===== src/rtl/usb_bulk_in_arbiter.sv =====
// usb_bulk_in_arbiter: round-robin arbiter that shares one USB BULK IN endpoint among NUM_CH byte streams
//
// Each IN transaction on ENDPOINT becomes one packet from one granted channel. A packet is
// capped at MAX_PKT bytes. When the cap ends a packet, the next IN continues the same channel.
// Optional feature macro: USB_BULK_ARB_ZLP_EN. When it is defined, an IN with no data pending
// returns a zero-length packet. Otherwise the endpoint stays silent and the core NAKs.
//
// Ports (all in the usb_clock domain, rising edge):
//   clock, reset            clock, asynchronous active-high reset
//   blk_start_i             transaction start pulse from the USB core
//   blk_cycle_i             transaction in progress; a fall during data aborts the packet
//   blk_fetch_i             transaction is IN (device to host)
//   blk_endpt_i[3:0]        endpoint of the current transaction
//   src_tvalid_i/_tlast_i   per-channel AXI-S valid and end-of-packet
//   src_tdata_i             per-channel bytes, channel i at [8i+7:8i]
//   src_tready_o            per-channel ready, only the granted bit can be set
//   blki_*                  AXI-S byte stream into the core's BULK IN port
//   grant_o                 registered one-hot grant, zero when idle
//   busy_o                  high whenever the sequencer is not idle
module usb_bulk_in_arbiter #(
    parameter int NUM_CH   = 4,
    parameter int ENDPOINT = 2,
    parameter int MAX_PKT  = 512
) (
    input  logic                  clock,
    input  logic                  reset,
    input  logic                  blk_start_i,
    input  logic                  blk_cycle_i,
    input  logic                  blk_fetch_i,
    input  logic [3:0]            blk_endpt_i,
    input  logic [NUM_CH-1:0]     src_tvalid_i,
    output logic [NUM_CH-1:0]     src_tready_o,
    input  logic [NUM_CH-1:0]     src_tlast_i,
    input  logic [8*NUM_CH-1:0]   src_tdata_i,
    output logic                  blki_tvalid_o,
    input  logic                  blki_tready_i,
    output logic                  blki_tlast_o,
    output logic                  blki_tkeep_o,
    output logic [7:0]            blki_tdata_o,
    output logic [NUM_CH-1:0]     grant_o,
    output logic                  busy_o
);
    localparam int CW = $clog2(MAX_PKT);
    localparam int IW = $clog2(NUM_CH);

    typedef enum logic [2:0] {IDLE, ARB, XFER, ZLP, WAIT} state_t;

    state_t            state, state_nx;
    logic [IW-1:0]     rr, rr_nx, gidx, gidx_nx, pick;
    logic [CW-1:0]     count, count_nx;
    logic [NUM_CH-1:0] grant_nx;
    logic              sticky, sticky_nx, found, beat, cap;
    logic [7:0]        src_data [NUM_CH];

    for (genvar i = 0; i < NUM_CH; i++) begin : g_data
        assign src_data[i] = src_tdata_i[8*i +: 8];
    end

    assign busy_o = state != IDLE;
    assign cap    = count == CW'(MAX_PKT - 1);

    // Search downward so the channel closest to rr (in wrap order) is the last one written.
    always_comb begin
        found = 1'b0;
        pick  = '0;
        for (int k = NUM_CH - 1; k >= 0; k--) begin
            if (src_tvalid_i[IW'((int'(rr) + k) % NUM_CH)]) begin
                found = 1'b1;
                pick  = IW'((int'(rr) + k) % NUM_CH);
            end
        end
    end

    always_ff @(posedge clock or posedge reset) begin
        if (reset) begin
            state   <= IDLE;
            rr      <= '0;
            gidx    <= '0;
            sticky  <= 1'b0;
            count   <= '0;
            grant_o <= '0;
        end else begin
            state   <= state_nx;
            rr      <= rr_nx;
            gidx    <= gidx_nx;
            sticky  <= sticky_nx;
            count   <= count_nx;
            grant_o <= grant_nx;
        end
    end

    always_comb begin
        blki_tvalid_o = 1'b0;
        blki_tlast_o  = 1'b0;
        blki_tkeep_o  = 1'b0;
        blki_tdata_o  = '0;
        src_tready_o  = '0;
        state_nx      = state;
        rr_nx         = rr;
        gidx_nx       = gidx;
        sticky_nx     = sticky;
        count_nx      = count;
        grant_nx      = grant_o;
        if (state == XFER) begin
            blki_tvalid_o      = src_tvalid_i[gidx];
            blki_tdata_o       = src_data[gidx];
            blki_tkeep_o       = 1'b1;
            blki_tlast_o       = src_tlast_i[gidx] | cap;
            src_tready_o[gidx] = blki_tready_i;
        end
`ifdef USB_BULK_ARB_ZLP_EN
        if (state == ZLP) begin
            blki_tvalid_o = 1'b1;
            blki_tlast_o  = 1'b1;
        end
`endif
        beat = blki_tvalid_o & blki_tready_i;
        case (state)
            IDLE: begin
                if (blk_start_i && blk_fetch_i && blk_endpt_i == 4'(ENDPOINT))
                    state_nx = ARB;
            end
            ARB: begin
                if (sticky || found) begin
                    gidx_nx           = sticky ? gidx : pick;
                    grant_nx          = '0;
                    grant_nx[gidx_nx] = 1'b1;
                    state_nx          = XFER;
                end else begin
                    state_nx = ZLP;
                end
            end
            XFER: begin
                if (beat) begin
                    count_nx = count + CW'(1);
                    if (blki_tlast_o) begin
                        count_nx = '0;
                        state_nx = WAIT;
                        // A source tlast closes the channel's stream; a cap-only end keeps it owed.
                        sticky_nx = ~src_tlast_i[gidx];
                        if (src_tlast_i[gidx])
                            rr_nx = (gidx == IW'(NUM_CH - 1)) ? '0 : gidx + IW'(1);
                    end
                end
                // The final byte of an aborted cycle still counts, then the packet is dropped.
                if (!blk_cycle_i) begin
                    state_nx = IDLE;
                    count_nx = '0;
                    grant_nx = '0;
                end
            end
            ZLP: begin
`ifdef USB_BULK_ARB_ZLP_EN
                if (blki_tready_i)
                    state_nx = WAIT;
`endif
                if (!blk_cycle_i)
                    state_nx = IDLE;
            end
            WAIT: begin
                if (!blk_cycle_i) begin
                    state_nx = IDLE;
                    grant_nx = '0;
                end
            end
            default: state_nx = IDLE;
        endcase
    end
endmodule

===== config.mk =====
export PLATFORM = sky130hd
export DESIGN_NAME = usb_bulk_in_arbiter
export DESIGN_NICKNAME = d
export VERILOG_FILES = /design/src/rtl/usb_bulk_in_arbiter.sv
export SDC_FILE = /design/constraint.sdc
export NUM_CORES = 1
export LEC_CHECK = 0
export BUFFER_PORTS_ARGS = -buffer_cell sky130_fd_sc_hd__buf_2
export CORE_MARGIN = 1
export CORE_UTILIZATION = 30
export CTS_CLUSTER_SIZE = 28
export DETAILED_ROUTE_END_ITERATION = 12
export GPL_TIMING_DRIVEN = 0
export PLACE_DENSITY = 0.58
export SYNTH_ARGS = -nofsm -noshare
export SYNTH_HDL_FRONTEND = slang
export SYNTH_SLANG_ARGS = --single-unit

===== constraint.sdc =====
create_clock -name clock -period 2.7 [get_ports clock]
set_input_delay 0.27 -clock clock [delete_from_list [all_inputs] [get_ports clock]]
set_output_delay 0.27 -clock clock [all_outputs]
set_load 0.02 [all_outputs]

==> impl_metrics.py <==
metrics = {
    "clock_network": {
        "cts.clk_slew.worst_paths_ns": 0.08,
        "cts_buffers": 3,
        "cts_tree": "yes",
        "h-tree-depth": 1,
        "cts_buffer_depth": 2,
        "clk_latency_ns": 0.26,
        "hold_buffers": 0,
        "cts_setup_buffers": 0,
        "post_cts_resized": 0,
        "clkSinkCount": 21,
        "root_buffer": "clkbuf_8",
    },
    "flow_run": {
        "maxCapViolCount": 0,
    },
    "synth": {
        "post-synth-top-count-cell": "dfrtp_1",
        "synth.net_count": 230,
        "syn_inst": 174,
        "yosysTopAreaCell": "dfrtp_1",
        "synth_edf_count": 0,
        "seq_area_frac_synth": 0.321,
        "yosys_warnings": 0,
        "synth_area_leaders": "dfrtp_1, mux4_2, ha_1",
        "synth_area_mm2": 0.00164,
        "async_flop_share": 1.00,
        "ys_ff_latch": 21,
        "synth-main-ff-cell": "dfrtp_1",
        "netlist.area_leader.share": 0.321,
        "yosys-top-cells-count": "dfrtp_1, nand2_1, nor2_1, inv_1",
        "synth.distinct_cells": 35,
        "synth_area_per_cell_um2": 9.41,
    },
    "critical_path": {
        "slowest_stage": "dfrtp_1",
        "cp_cell_sequence": "ha_1 -> and3_1 -> and3_1 -> and3_1 -> ha_1 -> nor2_1 -> nor2_1 -> buf_2",
        "rr_startpoint": "count[0]",
        "r2r_slack_ns": 0.31,
        "reg2reg_depth": 10,
        "cp.required_ns": 2.43,
        "cp-end-kind": "output pin",
        "arrival_ns": 2.14,
        "cp_common_cell": "and3_1",
        "crit_fanout": 3,
        "max_stage_delay_ns": 0.40,
        "reg2reg_to": "count[7]",
        "crit_type": "flip-flop to output pin",
        "start_kind": "flip-flop",
    },
    "die": {
        "core_area_mm2": 0.00517,
        "pin_count": 70,
        "initial_utilization": 0.317,
        "fp.dieH_um": 75.9,
        "die_area_mm2": 0.00576,
        "fp.dieW_um": 75.9,
        "rows": 26,
    },
    "global_routing": {
        "grt_usage": 0.144,
        "grt_overflow": 0,
        "grt_max_degree": 22,
        "grt_first_pass_wirelength_um": 6350,
        "antenna_found_initial": 0,
        "grt_pass1_vias": 1465,
    },
    "sta": {
        "period_minus_slack_ns": 2.41,
        "slew_viol_final": 0,
        "setup_tns_ns": 0,
        "hold_viol_final": 0,
        "setup_viol": 0,
        "max_freq_ghz": 0.414,
        "whs_ns": 0.157,
        "relSlewSlack": 0.454,
        "finalCritPeriodShare": 0.894,
        "fin_skew_ns": 0.00962,
        "tightestPinTransition_ns": 0.818,
        "rsz0062_at_grt": "false",
    },
    "detailed_routing": {
        "first_pass_iters": 4,
        "num_vias": 1596,
        "ant_nets": 0,
        "wl_um": 4140,
        "wire_per_inst_um": 13.1,
        "viasPerCell": 5.05,
        "drc": 0,
        "drt_iter0_markers": 71,
    },
    "pwr": {
        "power.leakage_nw": 1.07,
        "power.density_mw_per_mm2": 841,
        "power.total_w": 0.00178,
        "ir_worst_vdd_mv": 0.321,
    },
    "finish": {
        "drive_gt1_frac": 0.366,
        "area_growth_pct": 28.9,
        "diodes": 0,
        "nNetsFinal": 303,
    },
    "placement": {
        "io_buffers": 68,
        "dpl.hpwl_um": 3190,
        "gp_congestion": 0.766,
    },
    "status": {
        "status": "complete, no violations",
    },
    "min_path": {
        "min_path_type": "input port to async pin",
    },
}
## power by group
group          switching [W]  internal (W)
clock               0.000102      0.000105
combinational       0.000641      0.000462
sequential         0.0000702      0.000395
total               0.000813      0.000962
## routing by layer
metal	GRT usage	share of wire
met1	0.177	0.47
met2	0.256	0.44
met3	0.0304	0.076
met4	0.0370	0.014
met5	0	0
## per-stage QoR
stage / setup WS (ns) / std cells / util / area (um^2)
4_1_cts: 0.267 / 316 / 0.408 / 2110
6_report: 0.287 / 316 / 0.408 / 2110
3_5_place_dp: 0.292 / 312 / 0.399 / 2070
3_3_place_gp: 0.309 / 312 / 0.399 / 2070
5_1_grt: 0.140 / 316 / 0.408 / 2110
2_1_floorplan: 0.540 / 174 / - / 1640
## kinds of logic (layout without fill, tap and decap cells)
family / after synthesis / after routing / synth area share
adder cells (fa/ha/maj): 6 / 6 / 0.0458
AO/OA/AOI/OAI: 43 / 43 / 0.176
multiplexers: 14 / 14 / 0.170
AND/OR/NAND/NOR: 67 / 67 / 0.225
buffers and inverters: 22 / 94 / 0.0581
XOR/XNOR: 1 / 1 / 0.00535
flip-flops: 21 / 21 / 0.321
## layout make-up
| type | instances | area, um^2 |
|---|---|---|
| buffer | 10 | 50.0 |
| clock buffer | 4 | 45.0 |
| fill | 534 | 3060 |
| inverter | 12 | 45.0 |
| multi-input combinational | 131 | 1020 |
| sequential | 21 | 526 |
| tap | 70 | 87.6 |
| timing repair buffer | 68 | 340 |
## cell usage in the layout (no fill, tap or decap), types with 2 or more instances in the layout
master / count
and3_1: 10
nand3_1: 6
and2_1: 10
a31oi_1: 6
inv_1: 12
dfrtp_1: 21
nor2_1: 13
a32o_1: 4
ha_1: 6
mux4_2: 11
clkbuf_1: 5
o21ai_0: 11
a21oi_1: 11
o31ai_1: 5
nor2b_1: 3
clkbuf_8: 3
mux2i_1: 3
or2b_1: 4
nand2_1: 13
nand2b_1: 2
buf_2: 72
## flip-flops by register name, indices dropped and copies added (netlist names)
| register | count |
|---|---|
| grant_o | 4 |
| count | 9 |
| gidx | 2 |
| rr | 2 |
| state | 3 |
| sticky | 1 |
## worst max-delay path by stage
stage / to / start / depth (start not counted) / slack, ns
after detailed placement: count[7] / count[0] / 10 / 0.29
final: blki_tlast_o / count[0] / 8 / 0.29
after global placement: count[7] / count[0] / 10 / 0.31
after global routing: count[7] / count[0] / 10 / 0.14
after CTS: blki_tlast_o / count[0] / 8 / 0.27
after floorplan: count[7] / count[0] / 10 / 0.54
## critical path: cells and delay by family (launching register included)
kind          cells  cell delay (ns)
simple gates      5             0.87
buf+inv           1             0.16
fa+ha+maj         2             0.46
flops             1             0.40
Note: power is estimated with default switching activity, not from simulation.
